File: config.mk
export PLATFORM = sky130hd
export DESIGN_NAME = uart_sched_flat
export DESIGN_NICKNAME = d
export VERILOG_FILES = /design/src/rtl/uart_sched_if.sv /design/src/rtl/uart_sched.sv /design/src/flat_wrapper.sv
export SDC_FILE = /design/constraint.sdc
export NUM_CORES = 1
export LEC_CHECK = 0
export ABC_AREA = 0
export CAP_MARGIN = 20
export CORE_UTILIZATION = 30
export CTS_BUF_LIST = sky130_fd_sc_hd__clkbuf_16
export CTS_CLUSTER_DIAMETER = 150
export DETAILED_ROUTE_END_ITERATION = 8
export GPL_TIMING_DRIVEN = 1
export PLACE_DENSITY = 0.92
export SLEW_MARGIN = 10
export SYNTH_ARGS = -nofsm -noshare
export SYNTH_HDL_FRONTEND = slang
export SYNTH_SLANG_ARGS = --single-unit
File: constraint.sdc
create_clock -name clk_i -period 1.6 [get_ports clk_i]
set_input_delay 0.48 -clock clk_i [delete_from_list [all_inputs] [get_ports clk_i]]
set_output_delay 0.48 -clock clk_i [all_outputs]
set_load 0.03 [all_outputs]
File: src/rtl/uart_sched_if.sv
// Register port of the memory-mapped UART: one master drives sel/we/addr/wdata,
// the UART answers reads on rdata one cycle after the select.
interface uart_sched_if;
  logic        sel;
  logic        we;
  logic [1:0]  addr;
  logic [31:0] wdata;
  logic [31:0] rdata;

  modport master (
    output sel,
    output we,
    output addr,
    output wdata,
    input  rdata
  );

  modport slave (
    input  sel,
    input  we,
    input  addr,
    input  wdata,
    output rdata
  );
endinterface

File: src/rtl/uart_sched.sv
// Sole bus master of the UART: programs the baud divisor, polls SR, round-robins
// NREQ byte requesters onto the transmitter and drains received bytes to a stream.
module uart_sched #(
  parameter int unsigned NREQ     = 2,
  parameter logic [31:0] BAUD_DIV = 32'd433
) (
  input  logic              clk_i,
  input  logic              rst_i,
  input  logic [NREQ-1:0]   req_valid_i,
  input  logic [8*NREQ-1:0] req_data_i,
  output logic [NREQ-1:0]   req_ready_o,
  output logic [7:0]        rx_data_o,
  output logic              rx_fe_o,
  output logic              rx_valid_o,
  input  logic              rx_ready_i,
  uart_sched_if.master      uart
);

  localparam int unsigned GW = (NREQ > 1) ? $clog2(NREQ) : 1;

  localparam logic [1:0] AddrOdr  = 2'd0;
  localparam logic [1:0] AddrIdr  = 2'd1;
  localparam logic [1:0] AddrBaud = 2'd2;
  localparam logic [1:0] AddrSr   = 2'd3;

  typedef enum logic [2:0] {
    StInit, StPoll, StPollWait, StWrOdr, StRdIdr, StRdWait, StClrRx
  } state_e;

  state_e          state_q, state_d;
  logic [2:0]      sr_q;
  logic [GW-1:0]   grant_q, last_grant_q, grant_next;
  logic            grant_found;
  int unsigned     idx;
  logic [7:0]      rx_data_q;
  logic            rx_fe_q, rx_valid_q;

  // First valid requester after last_grant, wrapping.
  always_comb begin
    grant_found = 1'b0;
    grant_next  = last_grant_q;
    idx         = 0;
    for (int unsigned k = 1; k <= NREQ; k++) begin
      idx = (int'(last_grant_q) + k) % NREQ;
      if (!grant_found && req_valid_i[idx]) begin
        grant_found = 1'b1;
        grant_next  = GW'(idx);
      end
    end
  end

  always_comb begin
    state_d     = state_q;
    uart.sel    = 1'b0;
    uart.we     = 1'b0;
    uart.addr   = 2'd0;
    uart.wdata  = 32'd0;
    req_ready_o = '0;
    unique case (state_q)
      StInit: begin
        // INIT is also the reset state; keep the bus quiet while reset is held.
        if (rst_i) begin
          uart.sel   = 1'b1;
          uart.we    = 1'b1;
          uart.addr  = AddrBaud;
          uart.wdata = BAUD_DIV;
        end
        state_d = StPoll;
      end
      StPoll: begin
        uart.sel  = 1'b1;
        uart.addr = AddrSr;
        state_d   = StPollWait;
      end
      StPollWait: begin
        if (uart.rdata[1] && !rx_valid_q) begin
          state_d = StRdIdr;
        end else if (!uart.rdata[0] && grant_found) begin
          state_d = StWrOdr;
        end else begin
          state_d = StPoll;
        end
      end
      StWrOdr: begin
        uart.sel             = 1'b1;
        uart.we              = 1'b1;
        uart.addr            = AddrOdr;
        uart.wdata           = {24'd0, req_data_i[8*grant_q +: 8]};
        req_ready_o[grant_q] = 1'b1;
        state_d              = StPoll;
      end
      StRdIdr: begin
        uart.sel  = 1'b1;
        uart.addr = AddrIdr;
        state_d   = StRdWait;
      end
      StRdWait: state_d = StClrRx;
      StClrRx: begin
        uart.sel  = 1'b1;
        uart.we   = 1'b1;
        uart.addr = AddrSr;
        state_d   = StPoll;
      end
      default: state_d = StInit;
    endcase
  end

  always_ff @(posedge clk_i or negedge rst_i) begin
    if (!rst_i) begin
      state_q      <= StInit;
      sr_q         <= 3'd0;
      grant_q      <= '0;
      last_grant_q <= GW'(NREQ - 1);
      rx_data_q    <= 8'd0;
      rx_fe_q      <= 1'b0;
      rx_valid_q   <= 1'b0;
    end else begin
      state_q <= state_d;
      if (state_q == StPollWait) begin
        sr_q    <= uart.rdata[2:0];
        grant_q <= grant_next;
      end
      if (state_q == StWrOdr) begin
        last_grant_q <= grant_q;
      end
      if (state_q == StRdWait) begin
        rx_data_q  <= uart.rdata[7:0];
        rx_fe_q    <= sr_q[2];
        rx_valid_q <= 1'b1;
      end else if (rx_valid_q && rx_ready_i) begin
        rx_valid_q <= 1'b0;
      end
    end
  end

  assign rx_data_o  = rx_data_q;
  assign rx_fe_o    = rx_fe_q;
  assign rx_valid_o = rx_valid_q;

endmodule

File: src/flat_wrapper.sv
// flat-port wrapper written by rule: the top's interface ports become plain ports
module uart_sched_flat 
#(
  parameter int unsigned NREQ     = 2,
  parameter logic [31:0] BAUD_DIV = 32'd433
)
  (clk_i, rst_i, req_valid_i, req_data_i, req_ready_o, rx_data_o, rx_fe_o, rx_valid_o, rx_ready_i, uart_sel, uart_we, uart_addr, uart_wdata, uart_rdata);
  uart_sched_if uart_i ();
  input  logic clk_i;
  input  logic rst_i;
  input  logic [NREQ-1:0] req_valid_i;
  input  logic [8*NREQ-1:0] req_data_i;
  output logic [NREQ-1:0] req_ready_o;
  output logic [7:0] rx_data_o;
  output logic rx_fe_o;
  output logic rx_valid_o;
  input  logic rx_ready_i;
  output wire logic [$bits(uart_i.sel)-1:0] uart_sel;
  output wire logic [$bits(uart_i.we)-1:0] uart_we;
  output wire logic [$bits(uart_i.addr)-1:0] uart_addr;
  output wire logic [$bits(uart_i.wdata)-1:0] uart_wdata;
  input wire logic [$bits(uart_i.rdata)-1:0] uart_rdata;
  assign uart_sel = uart_i.sel;
  assign uart_we = uart_i.we;
  assign uart_addr = uart_i.addr;
  assign uart_wdata = uart_i.wdata;
  assign uart_i.rdata = uart_rdata;
  uart_sched #(.NREQ(NREQ), .BAUD_DIV(BAUD_DIV)) u_core (.clk_i(clk_i), .rst_i(rst_i), .req_valid_i(req_valid_i), .req_data_i(req_data_i), .req_ready_o(req_ready_o), .rx_data_o(rx_data_o), .rx_fe_o(rx_fe_o), .rx_valid_o(rx_valid_o), .rx_ready_i(rx_ready_i), .uart(uart_i));
endmodule
# Word level (Yosys, flattened, before mapping)
# Cells that the tools add are included.
[word_totals] regBits=18 inputBits=53 output_inout_bits=48 elab_cells=57
[op_classes] add_sub_neg=2 magnitude_cmp=4 eq_ne=6 shifts=1 mux=23 reduce_logical=14
[op_table] operator="$pmux W32 S2" count=1
[op_table] operator="$shiftx A16 B5 Y8" count=1
[op_table] operator="$pmux W3 S5" count=1
[op_table] operator="$mux W1" count=12
[op_table] operator="$eq A3 B3 Y1 const B" count=3
[op_table] operator="$mux W9" count=1
[op_table] operator="$eq A3 B2 Y1 const B" count=2
[op_table] operator="$lt A1 B2 Y1 const B" count=3
[op_table] operator="$mux W2" count=3
[op_table] operator="$pmux W2 S3" count=1
[op_table] operator="$logic_and A1 B1 Y1" count=5
[op_table] operator="$pmux W1 S2" count=2
[op_table] operator="$reduce_or A2 Y1" count=2
[op_table] operator="$reduce_or A4 Y1" count=1
[op_table] operator="$eq A3 B1 Y1 const B" count=1
[op_table] operator="$logic_not A1 Y1" count=3
[op_table] operator="$logic_not A3 Y1" count=1
[op_table] operator="$mux W3" count=1
[op_table] operator="$reduce_or A3 Y1" count=1
[op_table] operator="$add A1 B1 Y1 const B" count=2
[op_table] operator="$reduce_bool A2 Y1" count=1
[op_table] operator="$demux W1 S1" count=1
[op_table] operator="$ge A1 B1 Y1 const B" count=1

# Logic depth before layout (Yosys ltp)
[logic_depth] ltp_word=11 mapped_depth=4 ltp_nobuf=3

# Least setup slack after synthesis
# Ideal clock, no wire load.
[synth_path] path_kind="flip-flop to output port" startpoint="register u_core.state_q[2]" endpoint="output port uart_wdata[0]" arrival_ps=1519 required_ps=1120 path_slack_ps=-399 stages_incl_launch_ff=5 path_buffers=2 path_cell_list="dfrtp_1 buf_6 nand3b_1 buf_2 o21ai_0"
[synth_via] elab_chain_len=2 elab_cells_between_ends=3 cone_classes="1 x eq/ne; 1 x mux; 1 x reduce/logical"
[synth_rtl] item="from (decl)" line="uart_sched.sv:30" text="state_e state_q, state_d;"
[synth_rtl] item="from (signal assigned)" line="uart_sched.sv:110" text="state_q <= StInit;"
[synth_rtl] item="from (signal assigned)" line="uart_sched.sv:118" text="state_q <= state_d;"
[synth_rtl] item="$eq A3 B2 Y1 or $logic_not A3 Y1 (tied branches)" line="uart_sched.sv:59" text="unique case (state_q)"
[synth_rtl] item="$pmux W32 S2 *" line="uart_sched.sv:59"
[synth_rtl] item="to (decl)" line="flat_wrapper.sv:21" text="output wire logic [$bits(uart_i.wdata)-1:0] uart_wdata;"
# Every way passes the cells marked *; elsewhere a longest branch is shown, timed or not.

# Worst setup path after layout
[layout_path] startpoint="input port req_data_i[0]" endpoint="output port uart_wdata[0]"
[layout_via] elab_chain_len=2
[layout_rtl] item="from (decl)" line="flat_wrapper.sv:12" text="input logic [8*NREQ-1:0] req_data_i;"
[layout_rtl] item="$shiftx A16 B5 Y8" line="uart_sched.sv:88" text="uart.wdata = {24'd0, req_data_i[8*grant_q +: 8]};"
[layout_rtl] item="$pmux W32 S2" line="uart_sched.sv:59"
# Every way passes these cells.

==> results.cfg <==
[floorplan]
ioPinCount = 101
die_h_microns = 60.8
core_sq_um = 3180
rows = 20
die_w_microns = 60.8
start_util_pct = 32.7
fp.dieArea_sq_um = 3700

[detailed_routing]
via_per_inst = 4.21
drt_pre_antenna_iters = 4
drc = 0
drt_iter0_markers = 2
antenna_left = 0
vias = 909
drt-total-wl_microns = 2360
routedWlPerCell_microns = 10.9

[power]
p_per_area_nw_per_um2 = 2130
p_switching_mw = 1.77
p_sw_share_pct = 44.5
pwr-share-seq_pct = 18.9
ir_worst_vdd_mv = 1.18
p_int_mw = 2.22
fin_total_pwr_mw = 3.99
comb_power_share_pct = 69.2
p_leak_nw = 0.921
clockPowerShare_pct = 11.8

[global_routing]
gr-total-overflow = 0
antenna_found_initial = 0
grtUsageTotal_pct = 11.8
grt_max_degree = 12
grt_pass1_vias = 786
grt_pass1_wl_microns = 3260

[status]
violations = negative setup slack
status = finished, violations left

[timing]
final_max_slew_viol_count = 0
fin_hold_ws_ns = 0.384
fin_setup_tns_ns = -2.18
worst_slack_ns = -0.209
period_minus_slack_ns = 1.81
min_period_over_period_pct = 113
finClkSkew_ns = 0.00113
rsz0062_at_grt = yes
fmax_mhz = 553
final-setup-viol-count = 15
hold_viol = 0

[clocking]
clk_pin_slew_ns = 0.05
cts_tree = built
cts-htree-levels = 1
cts_sinks = 16
cts_buffers = 3
clock_latency_ns = 0.24
cts_hold_buf = 0
cts_root_buf = clkbuf_16
clockBufferDepth = 2

[synthesis]
yosys.cell_types.count = 24
synth_flop_cell = dfrtp_1
async_flop_share_pct = 100
yosys-top-cells-count = buf_4, dfrtp_1, mux2_2, mux2i_1, nor2_1
syn_area_per_cell_sq_um = 10.1
yosysTopAreaCellShare_pct = 36.1
yosysMostFrequentCell = buf_4
synth_top_area_cell = dfrtp_1
ys_top_cells_by_area = dfrtp_1, buf_4, mux2_2
synth-seq-cells = 16
netlist_area_sq_um = 1040
syn_inst = 103
ys_warn_count = 0
synth_edf_count = 0
yosysSeqAreaShare_pct = 38.7

[worst_setup_path]
ff2ff_path_depth = 5
critPathArrivalTime_ns = 1.33
cp_max_fo = 1
r2r_slack_ns = 0.09
crit_type = input pin to output pin
timing.rr.start = u_core.state_q[2]
r2r_end = u_core.sr_q[2]
cp_data_required_time_ns = 1.12
end_kind = output pin
critPathLaunchType = input pin

[cells_and_area]
antenna_cells = 0
drive_gt1_share_pct = 39.5
fin_nets = 226
fin_area_sq_um = 1880
final_util_pct = 59.1
area_delta_synth_final_pct = 80.8

[min_path]
min_path_type = input pin to asynchronous set/reset pin

[placement]
port_buffers = 53
finalWeightedCongestion = 0.780
dp_hpwl_microns = 1850
dpl_cell_area_sq_um = 1560

[flow_run]
max_cap_viol_count = 0
==> layout make-up <==
type / count / area (sq um)
clock inverter: 1 / 3.75
tap: 44 / 55.1
timing repair buffer: 70 / 689
fill: 282 / 1300
multi-input combinational: 78 / 637
inverter: 4 / 15.0
clock buffer: 3 / 75.1
sequential: 16 / 403
==> power by group through the flow <==
stage,sequential (mW),combinational (mW),clock (mW)
after global placement,0.755,2.31,0
after global routing,0.788,2.94,0.504
after floorplan,0.993,1.28,0
final,0.756,2.76,0.472
after CTS,0.757,2.48,0.487
after detailed placement,0.768,2.34,0
==> through the flow <==
stage | setup slack [ns] | instances
2_1_floorplan | -0.172 | 125
3_3_place_gp | -0.453 | 206
3_5_place_dp | -0.435 | 206
4_1_cts | -0.184 | 213
5_1_grt | -0.236 | 216
6_report | -0.209 | 216
==> registers in the layout, summed over array words and instances (netlist names) <==
name and cells:
u_core.rx_data_o 8, u_core.rx_fe_o 1, u_core.rx_valid_o 1, u_core.state_q 3, u_core.sr_q 1, u_core.last_grant_q 1
u_core.grant_q 1
==> what timing repair did <==
item	in CTS	in global routing
pin swaps	6	7
setup endpoints to repair	25	15
endpoints found under the hold margin	0	0
setup buffers	3	3
gates resized for setup	39	31
==> layer usage <==
layer	global-route usage, %	share of wire, %	up-vias	wire length, microns
li1	-	-	434	-
met1	11.6	35	435	835
met2	24.0	58	40	1370
met3	4.26	6.7	0	158
met4	1.62	0	0	0
met5	0	0	-	0
==> critical path: stages <==
cell and delay (ns):
clkdlybuf4s50_1 0.46, mux2i_1 0.08, o21ai_2 0.16, buf_6 0.15
==> cells by family after synthesis <==
logic type	Yosys count	share of synthesized area, %
AOI/OAI and AO/OA	12	6.51
xor gates and xnor gates	1	0.844
buffers and inverters	31	21.2
DFF	16	38.7
muxes	20	20.5
other	1	0.361
and+or+nand+nor	22	11.9
==> worst max path at each step <==
| stage | start | endpoint | slack (ns) | depth (start not counted) |
|---|---|---|---|---|
| 4_1_cts | u_core.state_q[2] | uart_wdata[4] | -0.18 | 4 |
| 5_1_grt | req_data_i[0] | uart_wdata[0] | -0.24 | 4 |
| 3_5_place_dp | rst_i | uart_wdata[4] | -0.43 | 4 |
| 3_3_place_gp | rst_i | uart_wdata[4] | -0.45 | 4 |
| 2_1_floorplan | u_core.state_q[2] | uart_wdata[0] | -0.17 | 4 |
| 6_report | req_data_i[0] | uart_wdata[0] | -0.21 | 4 |
==> layout by cell type (no fill, tap or decap), drive strengths merged <==
cell type,instances
clkinv,1
dlygate4sd2,15
o31ai,1
xor2,1
clkdlybuf4s50,16
nand2,4
dlymetal6s2s,6
mux2,10
clkbuf,3
nand3,2
nand3b,2
o21ai,8
inv,4
dfrtp,15
nor2,9
a21o,2
conb,23
or3,1
nand2b,3
mux2i,10
dfstp,1
a21oi,1
nor3,1
buf,32
clkdlybuf4s15,1
(Power assumes the default switching activity.)
